`config.mk`:
```
export PLATFORM = sky130hd
export DESIGN_NAME = dlx_fetch
export DESIGN_NICKNAME = d
export VERILOG_FILES = /design/src/rtl/dlx_pkg.sv /design/src/rtl/dlx_pc_target.sv /design/src/rtl/dlx_fetch.sv
export SDC_FILE = /design/constraint.sdc
export NUM_CORES = 1
export LEC_CHECK = 0
export BUFFER_PORTS_ARGS = -buffer_cell sky130_fd_sc_hd__buf_2
export CORE_MARGIN = 5
export CORE_UTILIZATION = 31
export DETAILED_ROUTE_END_ITERATION = 12
export PLACE_DENSITY = 0.59
export SYNTH_ARGS = -nofsm -noshare
export SYNTH_HDL_FRONTEND = slang
export SYNTH_SLANG_ARGS = --single-unit
```
`constraint.sdc`:
```
create_clock -name clk -period 4.96 [get_ports clk]
set_input_delay 0.496 -clock clk [delete_from_list [all_inputs] [get_ports clk]]
set_output_delay 0.496 -clock clk [all_outputs]
set_load 0.005 [all_outputs]
```
`src/rtl/dlx_pkg.sv`:
```
// Shared DLX fetch types: decoder Pc_cmd/Pc_val encodings, fetch FSM states
// and the execute-stage redirect request bundle.
package dlx_pkg;

  localparam logic [1:0] PC_CMD_SEQ = 2'b00;
  localparam logic [1:0] PC_CMD_BR  = 2'b10;
  localparam logic [1:0] PC_CMD_JR  = 2'b11;

  localparam logic [1:0] PC_VAL_I16 = 2'b00;
  localparam logic [1:0] PC_VAL_I26 = 2'b01;
  localparam logic [1:0] PC_VAL_REG = 2'b11;

  typedef enum logic [1:0] {IDLE, REQ, HOLD, FLUSH} fetch_state_t;

  // Execute-stage qualifiers; only iv[25:0] ever feeds an offset.
  typedef struct packed {
    logic        valid;
    logic [31:0] pc;
    logic [1:0]  pc_cmd;
    logic [1:0]  pc_val;
    logic [25:0] iv;
    logic [31:0] rs1_val;
    logic        branch_taken;
  } ex_req_t;

endpackage

```
`src/rtl/dlx_pc_target.sv`:
```
// Combinational redirect decision and target for the fetch stage.
// Target arithmetic wraps at 32 bits; the result is always word aligned.
module dlx_pc_target
  import dlx_pkg::*;
(
  input  ex_req_t     ex,
  output logic        redirect,
  output logic [31:0] target
);

  logic [31:0] seq_pc;
  logic [31:0] off16;
  logic [31:0] off26;
  logic [31:0] raw;

  assign seq_pc = ex.pc + 32'd4;
  assign off16  = {{16{ex.iv[15]}}, ex.iv[15:0]};
  assign off26  = {{6{ex.iv[25]}}, ex.iv[25:0]};

  // Redirect decision and raw target by Pc_cmd / Pc_val.
  always_comb begin
    redirect = 1'b0;
    raw      = seq_pc + off16;
    if (ex.valid) begin
      if (ex.pc_cmd == PC_CMD_JR)
        redirect = 1'b1;
      else if (ex.pc_cmd == PC_CMD_BR && (ex.pc_val == PC_VAL_I26 || ex.branch_taken))
        redirect = 1'b1;
    end
    case (ex.pc_val)
      PC_VAL_REG: raw = ex.rs1_val;
      PC_VAL_I26: raw = seq_pc + off26;
      default:    raw = seq_pc + off16;
    endcase
  end

  assign target = {raw[31:2], 2'b00};

endmodule

```
`src/rtl/dlx_fetch.sv`:
```
// DLX instruction-fetch stage: single-outstanding imem req/ack, valid/ready
// hand-off to the decoder, execute-driven redirects with highest priority.
// Optional: DLX_FETCH_STALL_CNT_EN adds a saturating perf_stall_cnt output.
module dlx_fetch
  import dlx_pkg::*;
#(
  parameter logic [31:0] RESET_PC = 32'h0000_0000
) (
  input  logic        clk,
  input  logic        reset_n,
  output logic        i_req,
  output logic [31:0] i_addr,
  input  logic        i_ack,
  input  logic [31:0] i_rdata,
  output logic        f_valid,
  output logic [31:0] f_instr,
  output logic [31:0] f_pc,
  input  logic        d_ready,
  input  logic        ex_valid,
  input  logic [31:0] ex_pc,
  input  logic [1:0]  ex_pc_cmd,
  input  logic [1:0]  ex_pc_val,
  input  logic [31:0] ex_iv,
  input  logic [31:0] ex_rs1_val,
  input  logic        ex_branch_taken
`ifdef DLX_FETCH_STALL_CNT_EN
  , output logic [31:0] perf_stall_cnt
`endif
);

  fetch_state_t state_q, state_d;
  logic [31:0]  pc_q, pc_d;
  logic [31:0]  flush_addr_q, flush_addr_d;
  logic         f_valid_d;
  logic [31:0]  f_instr_d, f_pc_d;

  ex_req_t      ex;
  logic         redirect;
  logic [31:0]  target;

  // Upper iv bits never contribute to an offset, so they are not carried.
  assign ex = '{valid:        ex_valid,
                pc:           ex_pc,
                pc_cmd:       ex_pc_cmd,
                pc_val:       ex_pc_val,
                iv:           ex_iv[25:0],
                rs1_val:      ex_rs1_val,
                branch_taken: ex_branch_taken};

  dlx_pc_target u_pc_target (
    .ex       (ex),
    .redirect (redirect),
    .target   (target)
  );

  // The ex_iv[31:26] bits are intentionally dropped; fold them into a
  // dead reduction so the intent is explicit.
  logic iv_hi_unused;
  assign iv_hi_unused = ^ex_iv[31:26];

  // While flushing, the old address stays on the bus until its ack returns.
  assign i_req  = (state_q == REQ) || (state_q == FLUSH);
  assign i_addr = (state_q == FLUSH) ? flush_addr_q : pc_q;

  // Next-state and datapath updates; redirect overrides every other event.
  always_comb begin
    state_d      = state_q;
    pc_d         = pc_q;
    flush_addr_d = flush_addr_q;
    f_valid_d    = f_valid;
    f_instr_d    = f_instr;
    f_pc_d       = f_pc;
    case (state_q)
      IDLE: begin
        state_d = REQ;
        if (redirect) pc_d = target;
      end
      REQ: begin
        if (redirect) begin
          pc_d = target;
          if (i_ack) begin
            state_d = REQ;
          end else begin
            state_d      = FLUSH;
            flush_addr_d = pc_q;
          end
        end else if (i_ack) begin
          f_instr_d = i_rdata;
          f_pc_d    = pc_q;
          f_valid_d = 1'b1;
          state_d   = HOLD;
        end
      end
      HOLD: begin
        if (redirect) begin
          pc_d      = target;
          f_valid_d = 1'b0;
          state_d   = REQ;
        end else if (f_valid && d_ready) begin
          pc_d      = pc_q + 32'd4;
          f_valid_d = 1'b0;
          state_d   = REQ;
        end
      end
      FLUSH: begin
        if (redirect) pc_d = target;
        if (i_ack) state_d = REQ;
      end
      default: state_d = IDLE;
    endcase
    if (redirect) f_valid_d = 1'b0;
  end

  // State and datapath registers, synchronous active-low reset.
  always_ff @(posedge clk) begin
    if (!reset_n) begin
      state_q      <= IDLE;
      pc_q         <= RESET_PC;
      flush_addr_q <= RESET_PC;
      f_valid      <= 1'b0;
      f_instr      <= '0;
      f_pc         <= '0;
    end else begin
      state_q      <= state_d;
      pc_q         <= pc_d;
      flush_addr_q <= flush_addr_d;
      f_valid      <= f_valid_d;
      f_instr      <= f_instr_d;
      f_pc         <= f_pc_d;
    end
  end

`ifdef DLX_FETCH_STALL_CNT_EN
  logic stall;
  assign stall = i_req || (f_valid && !d_ready);

  // Saturating count of cycles waiting on imem or on the decoder.
  always_ff @(posedge clk) begin
    if (!reset_n)
      perf_stall_cnt <= '0;
    else if (stall && perf_stall_cnt != 32'hFFFF_FFFF)
      perf_stall_cnt <= perf_stall_cnt + 32'd1;
  end
`endif

endmodule

```
# Word level (Yosys, flattened, before mapping)
# Index checks and enable logic that the tools add are counted.
# word_totals
reg_bits	131
latch_bits	0
ram_bits	0
mem_bits_ro	0
inputBits	138
out_inout_bits	98
n_memories	0
# classes
n_addsub	4
mul	0
div	0
magnitude_cmp	0
eq_ne	13
n_shift	0
n_mux	19
bitwise_logic	3
n_reduce_logical	13
# ops
operator	count
$mux 32	4
$pmux 32 s2	2
$add 32x3->32 const B	2
$add 32x32->32	2
$mux 2	6
$reduce_and 3->1	4
$eq 2x2->1 const B	5
$pmux 2 s4	1
$ne 2x2->1 const B	3
$ne 3x3->1 const B	2
$mux 1	5
$eq 2x1->1 const B	2
$not 1->1	3
$reduce_or 3->1	1
$logic_and 1x1->1	2
$logic_not 2->1	1
$logic_or 1x1->1	2
$ne 2x1->1 const B	1
$pmux 1 s2	1
$reduce_and 2->1	1
$reduce_bool 2->1	1
$reduce_or 2->1	1

# Longest topological paths before layout
# Gate-level depths: netlist (run 1).
# depth
depth_word	8
depth_mapped	18
depth_no_buf	16

# By module
# From an unflattened synthesis (run 1), not the netlist that was laid out.
# unflattened
cells_unflattened	1162
hier_area_um2	8580.7
# by_module_without_submodules
module	n_inst	cells_each	area_per_inst_um2	seq_area_each_um2
dlx_fetch	1	729	5724.2	2622.5
dlx_pc_target	1	433	2856.5	0.0

# Least setup slack after synthesis (run 1)
# No wires, ideal clock.
# synth_path
path_kind	input to register
from	input port ex_pc[5]
to	register pc_q[28]
setup_ns	0.139
arrival_ns	3.327
required_time_ns	4.821
slack_ns	1.494
path_stages	17
path_buffers	1
path_cell_list	and3_1 -> and2_1 -> clkbuf_1 -> and3_1 -> and2_1 -> nand2_1 -> xnor2_1 -> ha_1 -> a21oi_1 -> o21bai_1 -> a21oi_1 -> o21ai_0 -> a21o_1 -> a221o_1 -> a211o_1 -> xnor2_1 -> a21oi_1
# synth_via
elab_chain_cells	5
word_cells_on_any_way	7
classes_between	add/sub (3); mux (4)
# synth_rtl
element	line_no	rtl
start, declared	dlx_fetch.sv:20	input logic [31:0] ex_pc,
$add 32x3->32 *	dlx_pc_target.sv:16	assign seq_pc = ex.pc + 32'd4;
$add 32x32->32, on equally long branches	--	
$pmux 32 s2 *	dlx_pc_target.sv:30	case (ex.pc_val)
$mux 32, on equally long branches	--	
$pmux 32 s2 *	dlx_fetch.sv:73	case (state_q)
end signal, assigned	dlx_fetch.sv:125	pc_q <= pc_d;
end, declared	dlx_fetch.sv:32	logic [31:0] pc_q, pc_d;
# Mark *: on every way between the ends. The rest lies on a longest branch, timed or not. The select of a mux whose other input is x is not followed.
# A chain may end at the register's enable or synchronous reset.

# Worst setup path after layout (run 1)
# layout_path
from	input port ex_pc[4]
to	register pc_q[28]
# The elaborated chain is that of the path after synthesis.

==> results of run 1 <==
## synthesized netlist by cell type, types with 4 or more instances
cell type / n
nor2b_1: 6
o221ai_1: 8
o211ai_1: 9
a21oi_1: 67
xnor2_1: 45
inv_1: 13
a211oi_1: 7
nor3_1: 11
dfxtp_1: 125
buf_4: 4
nor2_1: 36
a31oi_1: 14
o21ai_0: 42
nand3_1: 38
nand2b_1: 4
nand4_1: 21
o21a_1: 5
a21boi_0: 95
and3_1: 18
a21o_1: 22
ha_1: 36
clkbuf_1: 66
xor2_1: 18
and2_1: 5
nand2_1: 257
mux2_2: 30
nor3b_1: 5
o21bai_1: 5
and4_1: 6
## flip-flops by register name, summed over array words and instances, names as in the netlist
register	flops
f_instr	32
f_pc	30
f_valid	1
flush_addr_q	30
pc_q	30
state_q	2
## power by group
group | leakage [nW] | total, mW | switching, mW | internal, mW
Combinational | 2.98 | 0.625 | 0.354 | 0.272
Sequential | 1.01 | 1.10 | 0.0563 | 1.05
Clock | 0.274 | 1.18 | 0.430 | 0.747
Total | 4.27 | 2.90 | 0.840 | 2.06
## area by class of cell
cell class / count / area (sq um)
multi-input combinational: 858 / 5316
clock inverter: 6 / 60.06
clock buffer: 24 / 501.7
fill: 2731 / 15820
sequential: 125 / 2502
inverter: 13 / 48.80
timing repair buffer: 239 / 1239
tap: 335 / 419.2
## logic make-up (layout without fill, tap and decap cells)
| group | after synthesis | after routing | share of synthesized area, % |
|---|---|---|---|
| AO/OA/AOI/OAI | 300 | 300 | 24.86 |
| XOR/XNOR | 63 | 63 | 6.805 |
| adder cells (fa/ha/maj) | 36 | 36 | 5.555 |
| buffers and inverters | 84 | 282 | 4.089 |
| flip-flops | 125 | 125 | 30.86 |
| multiplexers | 32 | 32 | 4.413 |
| other | 1 | 4 | 0.04624 |
| AND/OR/NAND/NOR | 423 | 423 | 23.38 |
## per-layer routing
layer	share of wire, %	global-route usage, %	vias up
met3	8.1	3.861	27
met2	42	27.04	320
met4	1.4	4.716	6
met1	48	24.78	3584
met5	0.11	0	-
li1	-	-	4112
## critical path, stage by stage
cell	delay [ns]
buf_2	0.11
and3_1	0.17
and2_1	0.24
and3_1	0.25
and2_1	0.26
nand2_1	0.09
xnor2_1	0.19
ha_1	0.29
a21oi_1	0.21
o21bai_1	0.10
a21oi_1	0.14
o21ai_0	0.09
a21o_1	0.19
a221o_1	0.41
a211o_1	0.29
xnor2_1	0.18
a21oi_1	0.09
## path summary, 6_finish.rpt
kind                                   from          end  slack, ns  cells after the start
worst max-delay path               ex_pc[4]     pc_q[28]       1.44                     17
worst max register to register      pc_q[2]     pc_q[29]       2.34                      9
worst min-delay path            i_rdata[24]  f_instr[24]       0.33                      3
worst min register to register  f_instr[24]  f_instr[24]       0.46                      2
==> results.toml, run 1 <==
[status]
outcome = "complete, no violations"

[cts]
cts_sinks = 125
clk_path_buf_depth = 2
root_buffer = "clkbuf_16"
postCtsSetupRepairBufs = 0
clk_pin_slew_worst_paths_ns = 0.06
numCtsBuffers = 17
cts.repair.resized = 0
cts_htree_levels = 4
cts_hold_buf = 0
clk_latency_ns = 0.41
cts_tree = "built"

[worst_hold_path]
min_path_type = "in -> reg"

[placement]
placed_cell_area_sq_um = 9525
gp_congestion = 0.8943
dp_cells = 1570
dpl.hpwl_um = 20440
io_buffers = 223
dp_slack_ns = 1.018

[floorplan]
die_area_sq_um = 29490
die-height_um = 171.7
start_util_pct = 31.30
core_region_area_sq_um = 25910
ios = 236
die_w_um = 171.7
row_count = 59

[setup_path]
arrival_ns = 3.79
start_kind = "input pin"
path_class = "in -> reg"
critPathMaxFanout = 7
worst_setup_path_end_kind = "register"
worstPathRequired_ns = 5.23

[drt]
ant_nets = 0
drtIter0Drc = 473
routedWlPerCell_um = 16.57
viasPerCell = 5.031
firstDrtPassIters = 5
routed_wl_um = 26510
vias = 8049
drc = 0

[yosys]
synth_cells = 1064
syn_area_per_cell_sq_um = 7.621
synth_cell_type_count = 62
ys_ff_latch = 125
yosys.area.top_type = "dfxtp_1"
yosys_warnings = 0
synth_edf_count = 0
synthArstFlopShare_pct = 0
synth_top_area_share_pct = 30.86
synth_area_sq_um = 8109
synthTopCellsByArea = "dfxtp_1 31%, nand2_1 12%, a21boi_0 8.8%, ha_1 5.6%, xnor2_1 4.9%"
synth_seq_area_share_pct = 30.86
ys.flop_type = "dfxtp_1"

[layout]
diodes = 0
area_delta_synth_final_pct = 24.39
fin_util_pct = 38.93
final_common_cell = "nand2_1"
mostFrequentLayoutCells = "257 x nand2_1, 222 x buf_2, 125 x dfxtp_1"
num-nets-final = 1428
final_layout_size_suffix_gt1_share_pct = 24.66
stdcell_count = 1600
finalInstanceArea_sq_um = 10090

[global_route]
grt_max_degree = 76
grt_usage_pct = 17.53
grt_pass1_vias = 7675
grt_first_pass_wirelength_um = 41230
antenna_found_initial = 3
overflow = 0

[power]
ir_worst_vdd_mv = 0.1822
p_leak_nw = 4.274
report.power.total_mw = 2.904
power_density_nw_per_um2 = 287.9

[sta]
setup_viol = 0
drv_slew = 0
tns_ns = 0
slew_headroom_pct = 46.18
hold_ws_ns = 0.3343
grt_setup_unrepaired = "false"
clock.fmax_mhz = 284.4
period_needed_ns = 3.516
tightest_slew_ns = 0.8064
finalWorstSetupSlack_ns = 1.444
finalHoldViolCount = 0
skew_ns = 0.008755
period_share_pct = 70.89

[run]
drv_cap = 0
Power figures use the tool's default switching activity.
==> inputs of run 2 (changes only) <==
==> constraint.sdc (replaced) <==
create_clock -name clk -period 3.43 [get_ports clk]
set_input_delay 0.343 -clock clk [delete_from_list [all_inputs] [get_ports clk]]
set_output_delay 0.343 -clock clk [all_outputs]
set_load 0.005 [all_outputs]
==> results.toml, run 2 (synthesis results as in run 1) <==
[status]
outcome = "complete, no violations"

[sta]
tightest_slew_ns = 0.7387
finalWorstSetupSlack_ns = 0.2490
period_needed_ns = 3.181
finalHoldViolCount = 0
setup_viol = 0
period_share_pct = 92.74
drv_slew = 0
slew_headroom_pct = 50.76
clock.fmax_mhz = 314.4
skew_ns = 0.008893
grt_setup_unrepaired = "false"

[placement]
dp_slack_ns = -0.1417
placed_cell_area_sq_um = 10030
dpl.hpwl_um = 20930
dp_cells = 1636
io_buffers = 223
gp_congestion = 0.9041

[global_route]
grt_most_used_layer = "met2"
grt_use_met2_pct = 27.11
grt_usage_pct = 17.78
met1_usage_pct = 25.81
antenna_found_initial = 2
overflow = 0
grt_pass1_vias = 7911
use_met3_pct = 2.804
grt_max_degree = 79
grt_first_pass_wirelength_um = 42110

[drt]
drtIter0Drc = 557
drc = 0
routedWlPerCell_um = 16.16
routed_wl_um = 26930
viasPerCell = 5.035
ant_nets = 0
firstDrtPassIters = 5
vias = 8389

[power]
sw_frac_of_total_pct = 29.10
power.share.clock_pct = 38.5
power_density_nw_per_um2 = 400.8
p_int_mw = 3.002
ir_worst_vdd_mv = 0.3230
seq_power_share_pct = 37.5
p_leak_nw = 4.584
power_frac_comb_pct = 24.0
power_switching_mw = 1.232

[cts]
cts_hold_buf = 0
postCtsSetupRepairBufs = 0
cts.repair.resized = 0
clk_latency_ns = 0.41
cts_htree_levels = 4
cts_sinks = 125
clk_path_buf_depth = 2
root_buffer = "clkbuf_16"
clk_pin_slew_worst_paths_ns = 0.06
numCtsBuffers = 17
cts_tree = "built"

[floorplan]
die_area_sq_um = 29490
start_util_pct = 31.30
die-height_um = 171.7
row_count = 59
die_w_um = 171.7
core_region_area_sq_um = 25910
ios = 236

[layout]
num-nets-final = 1494
mostFrequentLayoutCells = "257 x nand2_1, 222 x buf_2, 125 x dfxtp_1"
largest_register_ffs = 32
final_common_cell = "nand2_1"
area_delta_synth_final_pct = 30.30
regMostFlops = "f_instr"
final_layout_size_suffix_gt1_share_pct = 28.35
stdcell_count = 1666
finalInstanceArea_sq_um = 10570

[setup_path]
worstPathRequired_ns = 3.72
arrival_ns = 3.48
startpoint = "ex_pc[5]"
rr_startpoint = "pc_q[2]"
worst_setup_path_end_kind = "register"
path_class = "in -> reg"
start_kind = "input pin"
critPathMaxFanout = 7

[worst_hold_path]
min_path_type = "in -> reg"
hp-start = "i_rdata[30]"

[run]
drv_cap = 0
[run 2: cell types whose count changed in the layout (fill, tap and decap cells not counted)]
cell	previous run	this run
clkinv_2	3	5
buf_12	0	1
buf_4	17	82
diode_2	0	1
clkbuf_8	5	2
[run 2: path summary, 6_finish.rpt]
kind	to	slack, ns	depth (start not counted)
worst min-delay path	f_instr[30]	0.19	3
worst max-delay path	pc_q[31]	0.25	17
worst max register to register	pc_q[29]	0.80	9
worst min register to register	f_pc[28]	0.46	2
[run 2: routing by layer]
metal  vias to the layer above  wire (um)  part of all wire, %
met5                         -          7                0.026
met4                         2        493                  1.8
met3                        33       1927                  7.2
met2                       317      11480                   43
met1                      3788      13030                   48
li1                       4249          -                    -
[run 2: critical path: stages]
cell,delay (ns)
buf_2,0.11
and3_1,0.18
and2_1,0.16
and3_1,0.21
and2_1,0.18
buf_4,0.15
nand4_1,0.10
xnor2_1,0.13
ha_1,0.34
a21o_1,0.19
a21oi_1,0.22
o221a_2,0.27
o21ai_0,0.12
o21ai_0,0.25
a31oi_1,0.12
nor3b_1,0.33
o41ai_2,0.09
[run 2: cell type report]
cell class,instances,area (sq um)
clock inverters,8,70.07
clock buffers,21,460.4
fillers,2732,15340
well taps,335,419.2
multi-input cells,858,5316
flip-flops and latches,125,2502
diodes,1,2.502
repair buffers,305,1747
inverters,13,48.80
[run 2: power by group through the flow]
stage               sequential (mW)  combinational (mW)  clock (mW)
global placement               1.62                1.01           0
finish                         1.59                1.02        1.63
floorplan                      1.59               0.596           0
CTS                            1.59                1.02        1.66
global route                   1.60                1.13        1.75
detailed placement             1.62                1.01           0
[run 2: per-stage QoR]
stage          TNS [ns]  util (%)  total power [mW]  hold slack (ns)
6_report              0     40.78             4.235           0.1873
5_1_grt               0     40.78             4.472           0.1756
4_1_cts               0     40.77             4.269           0.1665
3_5_place_dp    -0.2516     38.72             2.630           0.4539
3_3_place_gp    -0.1118     38.72             2.625           0.4473
2_1_floorplan         0         -             2.183           0.4410
==> inputs of run 3 (changes only) <==
--- a/config.mk
+++ b/config.mk
@@ -9,7 +9,8 @@
 export CORE_MARGIN = 5
 export CORE_UTILIZATION = 31
 export DETAILED_ROUTE_END_ITERATION = 12
-export PLACE_DENSITY = 0.59
+export MAX_ROUTING_LAYER = met4
+export PLACE_DENSITY_LB_ADDON = 0.25
 export SYNTH_ARGS = -nofsm -noshare
 export SYNTH_HDL_FRONTEND = slang
 export SYNTH_SLANG_ARGS = --single-unit
==> results.toml, run 3 (synthesis results as in run 1) <==
[power]
power_switching_mw = 1.241
sw_frac_of_total_pct = 28.88
ir_worst_vdd_mv = 0.2429
power_frac_comb_pct = 23.7
p_leak_nw = 4.590
power_density_nw_per_um2 = 405.5
seq_power_share_pct = 37.0
p_int_mw = 3.054
power.share.clock_pct = 39.3

[floorplan]
die_area_sq_um = 29490
die-height_um = 171.7
core_region_area_sq_um = 25910
ios = 236
start_util_pct = 31.30
die_w_um = 171.7
row_count = 59

[setup_path]
reg2reg_depth = 9
startpoint = "ex_pc[5]"
rr_startpoint = "pc_q[8]"
crit_end = "pc_q[31]"
reg2reg_to = "pc_q[29]"
start_kind = "input pin"
worstPathRequired_ns = 3.73
worst_setup_path_end_kind = "register"
arrival_ns = 3.43
critPathMaxFanout = 6
path_class = "in -> reg"
rrSetupSlack_ns = 0.84

[global_route]
grt_max_degree = 86
grt_pass1_vias = 8043
overflow = 0
grt_usage_pct = 18.38
antenna_found_initial = 2
grt_first_pass_wirelength_um = 42170

[cts]
cts.repair.resized = 0
cts_tree = "built"
clk_latency_ns = 0.41
cts_htree_levels = 4
clk_pin_slew_worst_paths_ns = 0.06
cts_hold_buf = 0
root_buffer = "clkbuf_16"
postCtsSetupRepairBufs = 0
cts_sinks = 125
clk_path_buf_depth = 2
numCtsBuffers = 17

[layout]
fin_util_pct = 40.88
final_common_cell = "nand2_1"
mostFrequentLayoutCells = "257 x nand2_1, 222 x buf_2, 125 x dfxtp_1"
finalInstanceArea_sq_um = 10590
area_delta_synth_final_pct = 30.61
largest_register_ffs = 32
regMostFlops = "f_instr"
fillCellCount = 2695
final_layout_size_suffix_gt1_share_pct = 28.20
num-nets-final = 1492

[drt]
firstDrtPassIters = 6
viasPerCell = 4.957
drtIter0Drc = 494
vias = 8263
routedWlPerCell_um = 16.17
ant_nets = 0
drc = 0
routed_wl_um = 26950

[sta]
tightest_slew_ns = 0.7865
period_needed_ns = 3.133
drv_slew = 0
grt_setup_unrepaired = "false"
period_share_pct = 91.35
setup_viol = 0
hold_ws_ns = 0.1801
clock.fmax_mhz = 319.1
tns_ns = 0
finalWorstSetupSlack_ns = 0.2966
finalHoldViolCount = 0
slew_headroom_pct = 47.57
skew_ns = 0.01330

[placement]
dp_slack_ns = -0.1065
gp_congestion = 0.8978
placed_cell_area_sq_um = 10030
dpl.hpwl_um = 20960
io_buffers = 223

[worst_hold_path]
min_path_type = "in -> reg"

[status]
outcome = "complete, no violations"

[run]
drv_cap = 0
## run 3: cell types whose count changed in the layout (fill, tap and decap cells not counted), sizes merged
| cell | delta |
|---|---|
| buf | -2 |
| clkbuf | +4 |
| clkinv | -2 |
| diode | +1 |
## run 3: critical path, cell delays in order
cell and delay (ns):
buf_2 0.10, and3_1 0.18, and2_1 0.16, and3_1 0.19
and2_1 0.17, buf_4 0.15, nand4_1 0.09, xnor2_1 0.13
ha_1 0.33, a21o_1 0.19, a21oi_1 0.24, o221a_2 0.27
o21ai_0 0.11, o21ai_0 0.24, a31oi_1 0.12, nor3b_1 0.32
o41ai_2 0.09
## run 3: cell type report
cell class              count  area [sq um]  area share [%]
diodes                      2         5.005         0.04725
clock buffers              25         495.5           4.678
clock inverters             6         60.06          0.5670
inverters                  13         48.80          0.4607
multi-input cells         858          5316           50.19
flip-flops and latches    125          2502           23.63
well taps                 335         419.2           3.957
repair buffers            303          1744           16.47
## run 3: routing by layer
metal,global-route usage (%),vias up,routed length [um]
met3,3.677,31,1854
met5,-,-,0
li1,-,4242,-
met1,24.89,3724,12940
met4,5.024,0,480
met2,28.05,266,11680
## run 3: per-stage QoR
stage,total power [mW],instances
final,4.295,1667
after global routing,4.529,1667
after CTS,4.350,1665
after detailed placement,2.636,1634
after global placement,2.631,1634
after floorplan,2.183,1067
## run 3: how the worst min path moves through the flow
| stage | endpoint | from | slack (ns) | cells past startpoint |
|---|---|---|---|---|
| finish | f_instr[27] | i_rdata[27] | 0.18 | 3 |
| global placement | f_instr[30] | f_instr[30] | 0.45 | 2 |
| global route | f_instr[1] | i_rdata[1] | 0.16 | 3 |
| detailed placement | f_instr[30] | f_instr[30] | 0.45 | 2 |
| floorplan | flush_addr_q[10] | flush_addr_q[10] | 0.44 | 2 |
| CTS | f_instr[4] | i_rdata[4] | 0.16 | 3 |
## run 3: power groups by stage
stage / Combinational [mW] / Sequential (mW) / Clock (mW)
floorplan: 0.596 / 1.59 / 0
global route: 1.13 / 1.60 / 1.80
finish: 1.02 / 1.59 / 1.69
global placement: 1.01 / 1.62 / 0
CTS: 1.02 / 1.59 / 1.74
detailed placement: 1.02 / 1.62 / 0
